`config.mk`:
```
export PLATFORM = sky130hd
export DESIGN_NAME = suit_classifier
export DESIGN_NICKNAME = d
export VERILOG_FILES = /design/src/rtl/suit_classifier.sv
export SDC_FILE = /design/constraint.sdc
export NUM_CORES = 1
export LEC_CHECK = 0
export BUFFER_PORTS_ARGS = -buffer_cell sky130_fd_sc_hd__buf_2
export CORE_MARGIN = 2
export CORE_UTILIZATION = 35
export CTS_CLUSTER_SIZE = 40
export DETAILED_ROUTE_END_ITERATION = 8
export SYNTH_ARGS = -nofsm -noshare
export SYNTH_HDL_FRONTEND = slang
export SYNTH_SLANG_ARGS = --single-unit
```
`constraint.sdc`:
```
create_clock -name clk -period 4.83 [get_ports clk]
set_input_delay 0.966 -clock clk [delete_from_list [all_inputs] [get_ports clk]]
set_output_delay 0.966 -clock clk [all_outputs]
set_load 0.05 [all_outputs]
```
`src/rtl/suit_classifier.sv`:
```
`default_nettype none
// ============================================================================
//  Module      : suit_classifier
//  Description : Picks the best-matching card suit (argmin of four XOR
//                mismatch scores), rejects weak or ambiguous matches, and
//                votes over consecutive frames to publish a stable suit.
//  Ports       : clk, rst                 - clock, synchronous active-high reset
//                *_score_i                - per-suit mismatch counts
//                score_valid_i[3:0]       - one-cycle done strobes, bit i = suit i
//                busy_o                   - set being compared; strobes ignored
//                suit_out_o / suit_valid_o    - per-frame result and its pulse
//                stable_suit_o / stable_valid_o - voted result and its level
//                timeout_err_o            - partial set discarded (pulse)
//  Encoding    : 0 club, 1 diamond, 2 heart, 3 spade, 4 NONE
//  Revision    : 1.0 - initial release
// ============================================================================
module suit_classifier #(
  parameter int SCORE_W        = 10,
  parameter int REJECT_THRESH  = 300,
  parameter int MIN_MARGIN     = 40,
  parameter int CONFIRM_FRAMES = 3,
  parameter int TIMEOUT_CYCLES = 1237500
) (
  input  logic               clk,
  input  logic               rst,
  input  logic [SCORE_W-1:0] club_score_i,
  input  logic [SCORE_W-1:0] diamond_score_i,
  input  logic [SCORE_W-1:0] heart_score_i,
  input  logic [SCORE_W-1:0] spade_score_i,
  input  logic [3:0]         score_valid_i,
  output logic               busy_o,
  output logic [2:0]         suit_out_o,
  output logic               suit_valid_o,
  output logic [2:0]         stable_suit_o,
  output logic               stable_valid_o,
  output logic               timeout_err_o
);

  localparam int c_TMR_W = $clog2(TIMEOUT_CYCLES + 1);
  localparam int c_CNT_W = $clog2(CONFIRM_FRAMES + 1);

  localparam logic [SCORE_W-1:0] c_REJECT  = SCORE_W'(REJECT_THRESH);
  localparam logic [SCORE_W-1:0] c_MARGIN  = SCORE_W'(MIN_MARGIN);
  localparam logic [c_TMR_W-1:0] c_TIMEOUT = c_TMR_W'(TIMEOUT_CYCLES);
  localparam logic [c_TMR_W-1:0] c_TMR_ONE = c_TMR_W'(1);
  localparam logic [c_CNT_W-1:0] c_CONFIRM = c_CNT_W'(CONFIRM_FRAMES);
  localparam logic [c_CNT_W-1:0] c_RUN_ONE = c_CNT_W'(1);
  localparam logic [2:0]         c_NONE    = 3'd4;

  localparam logic [1:0] c_S_COLLECT = 2'd0;
  localparam logic [1:0] c_S_COMPARE = 2'd1;
  localparam logic [1:0] c_S_DECIDE  = 2'd2;
  localparam logic [1:0] c_S_OUTPUT  = 2'd3;

  // Registered state and next-state values
  logic [1:0]                 state_q, state_d;
  logic [3:0]                 got_q, got_d;
  logic [c_TMR_W-1:0]         timer_q, timer_d;
  logic [3:0][SCORE_W-1:0]    score_q, score_d;
  logic [1:0]                 idx_q, idx_d;
  logic [SCORE_W-1:0]         best_q, best_d;
  logic [SCORE_W-1:0]         second_q, second_d;
  logic [1:0]                 best_idx_q, best_idx_d;
  logic [2:0]                 suit_out_q, suit_out_d;
  logic                       suit_valid_q, suit_valid_d;
  logic [2:0]                 stable_suit_q, stable_suit_d;
  logic                       stable_valid_q, stable_valid_d;
  logic                       timeout_err_q, timeout_err_d;
  logic [2:0]                 last_result_q, last_result_d;
  logic [c_CNT_W-1:0]         run_cnt_q, run_cnt_d;

  // Combinational helpers
  logic [3:0][SCORE_W-1:0]    w_in;
  logic [3:0]                 w_got_next;
  logic [c_TMR_W-1:0]         w_timer_next;
  logic [SCORE_W-1:0]         w_cur;
  logic [SCORE_W-1:0]         w_margin;
  logic [2:0]                 w_result;

  assign w_in       = {spade_score_i, heart_score_i, diamond_score_i, club_score_i};
  assign w_got_next = got_q | score_valid_i;
  // The first strobe of a set counts as elapsed cycle 1 at the next edge.
  assign w_timer_next = (got_q == 4'h0) ? c_TMR_ONE : timer_q + 1'b1;
  assign w_cur      = score_q[idx_q];
  // second_q >= best_q always holds after the scan, so this never wraps.
  assign w_margin   = second_q - best_q;
  assign w_result   = ((best_q > c_REJECT) || (w_margin < c_MARGIN)) ? c_NONE
                                                                     : {1'b0, best_idx_q};

  always_comb begin
    state_d        = state_q;
    got_d          = got_q;
    timer_d        = timer_q;
    score_d        = score_q;
    idx_d          = idx_q;
    best_d         = best_q;
    second_d       = second_q;
    best_idx_d     = best_idx_q;
    suit_out_d     = suit_out_q;
    suit_valid_d   = 1'b0;
    stable_suit_d  = stable_suit_q;
    stable_valid_d = stable_valid_q;
    timeout_err_d  = 1'b0;
    last_result_d  = last_result_q;
    run_cnt_d      = run_cnt_q;

    case (state_q)
      c_S_COLLECT: begin
        for (int i = 0; i < 4; i++) begin
          if (score_valid_i[i]) begin
            score_d[i] = w_in[i];
          end
        end
        got_d = w_got_next;
        if (w_got_next != 4'h0) begin
          timer_d = w_timer_next;
        end
        if (w_got_next == 4'hF) begin
          state_d    = c_S_COMPARE;
          timer_d    = '0;
          idx_d      = 2'd0;
          best_d     = '1;
          second_d   = '1;
          best_idx_d = 2'd0;
        end else if ((w_got_next != 4'h0) && (w_timer_next == c_TIMEOUT)) begin
          got_d         = 4'h0;
          timer_d       = '0;
          timeout_err_d = 1'b1;
        end
      end

      c_S_COMPARE: begin
        // Strict less-than: equal scores keep the lower index as best and
        // push the tie into second, giving a zero margin.
        if (w_cur < best_q) begin
          second_d   = best_q;
          best_d     = w_cur;
          best_idx_d = idx_q;
        end else if (w_cur < second_q) begin
          second_d = w_cur;
        end
        idx_d = idx_q + 2'd1;
        if (idx_q == 2'd3) begin
          state_d = c_S_DECIDE;
        end
      end

      c_S_DECIDE: begin
        // Result and vote are registered here so they appear in OUTPUT.
        suit_out_d   = w_result;
        suit_valid_d = 1'b1;
        if (w_result == last_result_q) begin
          if (run_cnt_q != c_CONFIRM) begin
            run_cnt_d = run_cnt_q + 1'b1;
          end
        end else begin
          last_result_d = w_result;
          run_cnt_d     = c_RUN_ONE;
        end
        if (run_cnt_d == c_CONFIRM) begin
          stable_suit_d  = w_result;
          stable_valid_d = 1'b1;
        end
        state_d = c_S_OUTPUT;
      end

      c_S_OUTPUT: begin
        got_d   = 4'h0;
        state_d = c_S_COLLECT;
      end

      default: begin
        state_d = c_S_COLLECT;
      end
    endcase
  end

  always_ff @(posedge clk) begin
    if (rst) begin
      state_q        <= c_S_COLLECT;
      got_q          <= 4'h0;
      timer_q        <= '0;
      score_q        <= '0;
      idx_q          <= 2'd0;
      best_q         <= '1;
      second_q       <= '1;
      best_idx_q     <= 2'd0;
      suit_out_q     <= 3'd0;
      suit_valid_q   <= 1'b0;
      stable_suit_q  <= 3'd0;
      stable_valid_q <= 1'b0;
      timeout_err_q  <= 1'b0;
      last_result_q  <= c_NONE;
      run_cnt_q      <= '0;
    end else begin
      state_q        <= state_d;
      got_q          <= got_d;
      timer_q        <= timer_d;
      score_q        <= score_d;
      idx_q          <= idx_d;
      best_q         <= best_d;
      second_q       <= second_d;
      best_idx_q     <= best_idx_d;
      suit_out_q     <= suit_out_d;
      suit_valid_q   <= suit_valid_d;
      stable_suit_q  <= stable_suit_d;
      stable_valid_q <= stable_valid_d;
      timeout_err_q  <= timeout_err_d;
      last_result_q  <= last_result_d;
      run_cnt_q      <= run_cnt_d;
    end
  end

  assign busy_o         = (state_q != c_S_COLLECT);
  assign suit_out_o     = suit_out_q;
  assign suit_valid_o   = suit_valid_q;
  assign stable_suit_o  = stable_suit_q;
  assign stable_valid_o = stable_valid_q;
  assign timeout_err_o  = timeout_err_q;

endmodule
`default_nettype wire
```
==> out/summary.log <==
INFO  finish         post_route_cells_drive_above_1_share=14.7%
INFO  hold_path      hold-path-cell-count=2
INFO  critical_path  startpoint_type=register
INFO  global_routing grt_pass1_vias=4695
INFO  synth          synth_cell_types=66
INFO  finish         design.final.nets=826
INFO  synth          synth.most_common_cell=sky130_fd_sc_hd__nand2_1
INFO  synth          synth_area_in_simple_gates=23.1%
INFO  synth          netlist.area_leader.share=36.6%
INFO  power          worst_ir_drop_vdd=0.349mV
INFO  synth          asyncSetResetFlopFracSynth=0%
INFO  synth          mappedNetlistNets=786
INFO  critical_path  timing.critical_path.slowest_cell_delay=0.78ns
INFO  synth          sequential_share_of_the_synthesized_area=36.6%
INFO  sta            finalClockSkew=0.00783ns
INFO  finish         antenna_cells=0
INFO  synth          synth_area_leader_cell=sky130_fd_sc_hd__dfxtp_1
INFO  detailed_routing dr.first_iter.drc_count=256
INFO  floorplan      initial_utilization=36.1%
INFO  clocking       cts.reportedPaths.clkPinSlew=0.07ns
INFO  flow_run       timing.max_cap.violations=0
INFO  placement      numPlacedInstances=953
INFO  finish         fillerInstances=1664
INFO  detailed_routing drt_first_pass_iters=5
INFO  synth          synth_top_cells_by_count=sky130_fd_sc_hd__nand2_1 (115), sky130_fd_sc_hd__dfxtp_1 (105), sky130_fd_sc_hd__a21oi_1 (87), sky130_fd_sc_hd__nor2_1 (54), sky130_fd_sc_hd__inv_1 (38)
INFO  power          pwr_density_cell=507mW/mm^2
INFO  synth          synth-edff-count=0
INFO  synth          synthTopCellsByArea=sky130_fd_sc_hd__dfxtp_1 (37%), sky130_fd_sc_hd__a21oi_1 (7.6%), sky130_fd_sc_hd__nand2_1 (7.5%)
INFO  finish         layout-area-overhead-vs-synth=13.9%
INFO  synth          post_synth_mux_area_share=5.01%
INFO  clocking       clock_insertion_delay_worst_skew=0.35ns
INFO  clocking       htree_num_levels=3
INFO  clocking       cts_hold_buffers=0
INFO  synth          synth-xor-area-share=2.44%
INFO  critical_path  cp-end-kind=register
INFO  clocking       inserted_clock_buffers=9
INFO  finish         final_core_util=41.1%
INFO  sta            max_freq=276MHz
INFO  critical_path  crit_path_top_delay_cell=sky130_fd_sc_hd__dfxtp_1
INFO  placement      dp_hpwl=10500um
INFO  detailed_routing drt-total-wl=14200um
INFO  hold_path      min_path_type=reg2reg
INFO  synth          synth-compound-area-share=21.1%
INFO  clocking       clock_sinks=105
INFO  detailed_routing via_per_inst=5.21
INFO  sta            max_slew.worst_pin.slew=0.761ns
INFO  synth          synth_area=0.00575sqmm
INFO  global_routing grt_start_max_net_pins=52
INFO  floorplan      pin_count=56
INFO  clocking       postCtsSetupRepairBufs=0
INFO  critical_path  critical_path_arrival=3.86ns
INFO  synth          synth_top_family_by_area=simple AND/OR/NAND/NOR gates
INFO  detailed_routing drc=0
INFO  sta            report.final.hold_viol_count=0
INFO  sta            relSlewSlack=49.3%
INFO  floorplan      floorplan.rows=46
INFO  run_status     run_status=completed
INFO  floorplan      fp.coreArea=0.0159sqmm
INFO  floorplan      die-area=0.0175sqmm
INFO  synth          synth-adder-area-share=6.96%
INFO  sta            timing.hold.ws=0.456ns
INFO  synth          synth.avg_cell_area=8.12squm
INFO  detailed_routing wl_per_cell=14.6um
INFO  floorplan      width_of_the_die=132um
INFO  detailed_routing detail-route-antenna-nets=0
INFO  global_routing wire_length_of_the_first_global_routing_pass=23700um
INFO  floorplan      chipHeight=132um
INFO  critical_path  cp_cell_sequence=mux4_2 > ha_1 > o21ai_0 > a221oi_1 > a221oi_1 > o21ai_1 > buf_4 > a31o_2 > a21oi_1 > a211o_1
INFO  sta            fin_crit=3.62ns
INFO  synth          ys_ff_latch=105
INFO  global_routing grt.total_usage=16.4%
INFO  sta            fin_crit_sh=75.0%
INFO  global_routing gr-total-overflow=0
INFO  placement      buffer_ports.inserted=55
INFO  critical_path  worst-setup-path-type=reg2reg
INFO  finish         non_filler_instance_count_after_layout=969
INFO  sta            number_of_endpoints_failing_setup_at_the_final_stage=0
INFO  critical_path  cp_data_required_time=5.07ns
INFO  sta            report.final.slew_viol_count=0
INFO  power          leakage_power_total=0.00277uW
INFO  clocking       clockRootBuffer=sky130_fd_sc_hd__clkbuf_16
INFO  sta            setup_total_negative_slack=0ns
INFO  synth          postSynthCellCount=708
INFO  clocking       cts_max_path_buffers=2
INFO  placement      global_placement_routability_congestion=0.824
INFO  detailed_routing routed-via-count=5049
INFO  critical_path  cp_common_cell=sky130_fd_sc_hd__a221oi_1
INFO  sta            grt_setup_unrepaired=no
INFO  critical_path  ff_to_ff_path_depth=10
INFO  synth          synthesis.yosys.warnings=0
INFO  global_routing antenna_found_initial=0
INFO  critical_path  worst-path-max-fanout=21
INFO  clocking       tritoncts=yes
INFO  clocking       ctsResizeCount=0
INFO  synth          ys.flop_type=sky130_fd_sc_hd__dfxtp_1
-- per-layer routing --
layer	routed length (um)	part of all wire (%)	vias up	GRT usage, %
met5	0	0	-	0
met4	208	1.5	0	4.71
met3	423	3.0	14	2.11
met2	6010	42	81	24.4
met1	7540	53	2356	24.5
li1	-	-	2598	-
-- through the flow --
step	instance area, sq um	setup WS, ns	total power (uW)
2_1_floorplan	5750	1.33	2180
3_3_place_gp	6220	1.19	2500
3_5_place_dp	6220	1.20	2520
4_1_cts	6550	1.18	3340
5_1_grt	6550	0.769	3580
6_report	6550	1.21	3320
-- report_power, final --
group          switching, uW  internal, uW
Sequential               122          1010
Combinational            862           512
Clock                    349           466
-- registers in the layout, indices dropped and copies added, names as in the netlist --
register        count
last_result_q       3
idx_q               2
best_idx_q          2
second_q           10
stable_valid_o      1
timeout_err_o       1
best_q             10
state_q             2
score_q            40
suit_valid_o        1
timer_q            21
run_cnt_q           2
suit_out_o          3
got_q               4
stable_suit_o       3
-- critical path, delay by kind of cell (launching register included) --
| family | cells | cell delay, ns |
|---|---|---|
| AOI/OAI and AO/OA | 7 | 1.49 |
| muxes | 1 | 0.66 |
| buffers and inverters | 1 | 0.26 |
| adders and majority gates | 1 | 0.32 |
| DFF | 1 | 0.78 |
-- area by class of cell --
cell class / instances / area, sq um / area share (%)
multi-input combinational: 532 / 3370 / 51.5
sequential: 105 / 2100 / 32.1
timing repair buffer: 62 / 328 / 5.00
tap: 216 / 270 / 4.13
clock buffer: 9 / 225 / 3.44
inverter: 38 / 143 / 2.18
clock inverter: 7 / 108 / 1.64
-- path summary, 6_finish.rpt --
path | slack [ns] | end | startpoint
worst max-delay path | 1.21 | second_q[7]$_SDFFE_PP1P_ | idx_q[0]$_SDFFE_PP0P_
worst min-delay path | 0.46 | score_q[29]$_SDFFE_PP0P_ | score_q[29]$_SDFFE_PP0P_
worst max register to register | 1.21 | second_q[7]$_SDFFE_PP1P_ | idx_q[0]$_SDFFE_PP0P_
worst min register to register | 0.46 | score_q[29]$_SDFFE_PP0P_ | score_q[29]$_SDFFE_PP0P_
-- logic make-up after synthesis --
group,count (synthesis)
simple gates,276
compound gates,192
flops,105
buf+inv,71
fa+ha+maj,32
xor+xnor,16
mux,16
-- cell usage in the layout (no fill, tap or decap), drive strengths merged, types with 11 or more instances in the layout --
cell type,n
nor3b,12
nand2,115
inv,42
ha,32
o21ai,33
nand3,21
dfxtp,105
nor4,11
nor3,16
buf,62
nor2,54
a21oi,87
a211o,12
(Power assumes the default switching activity.)
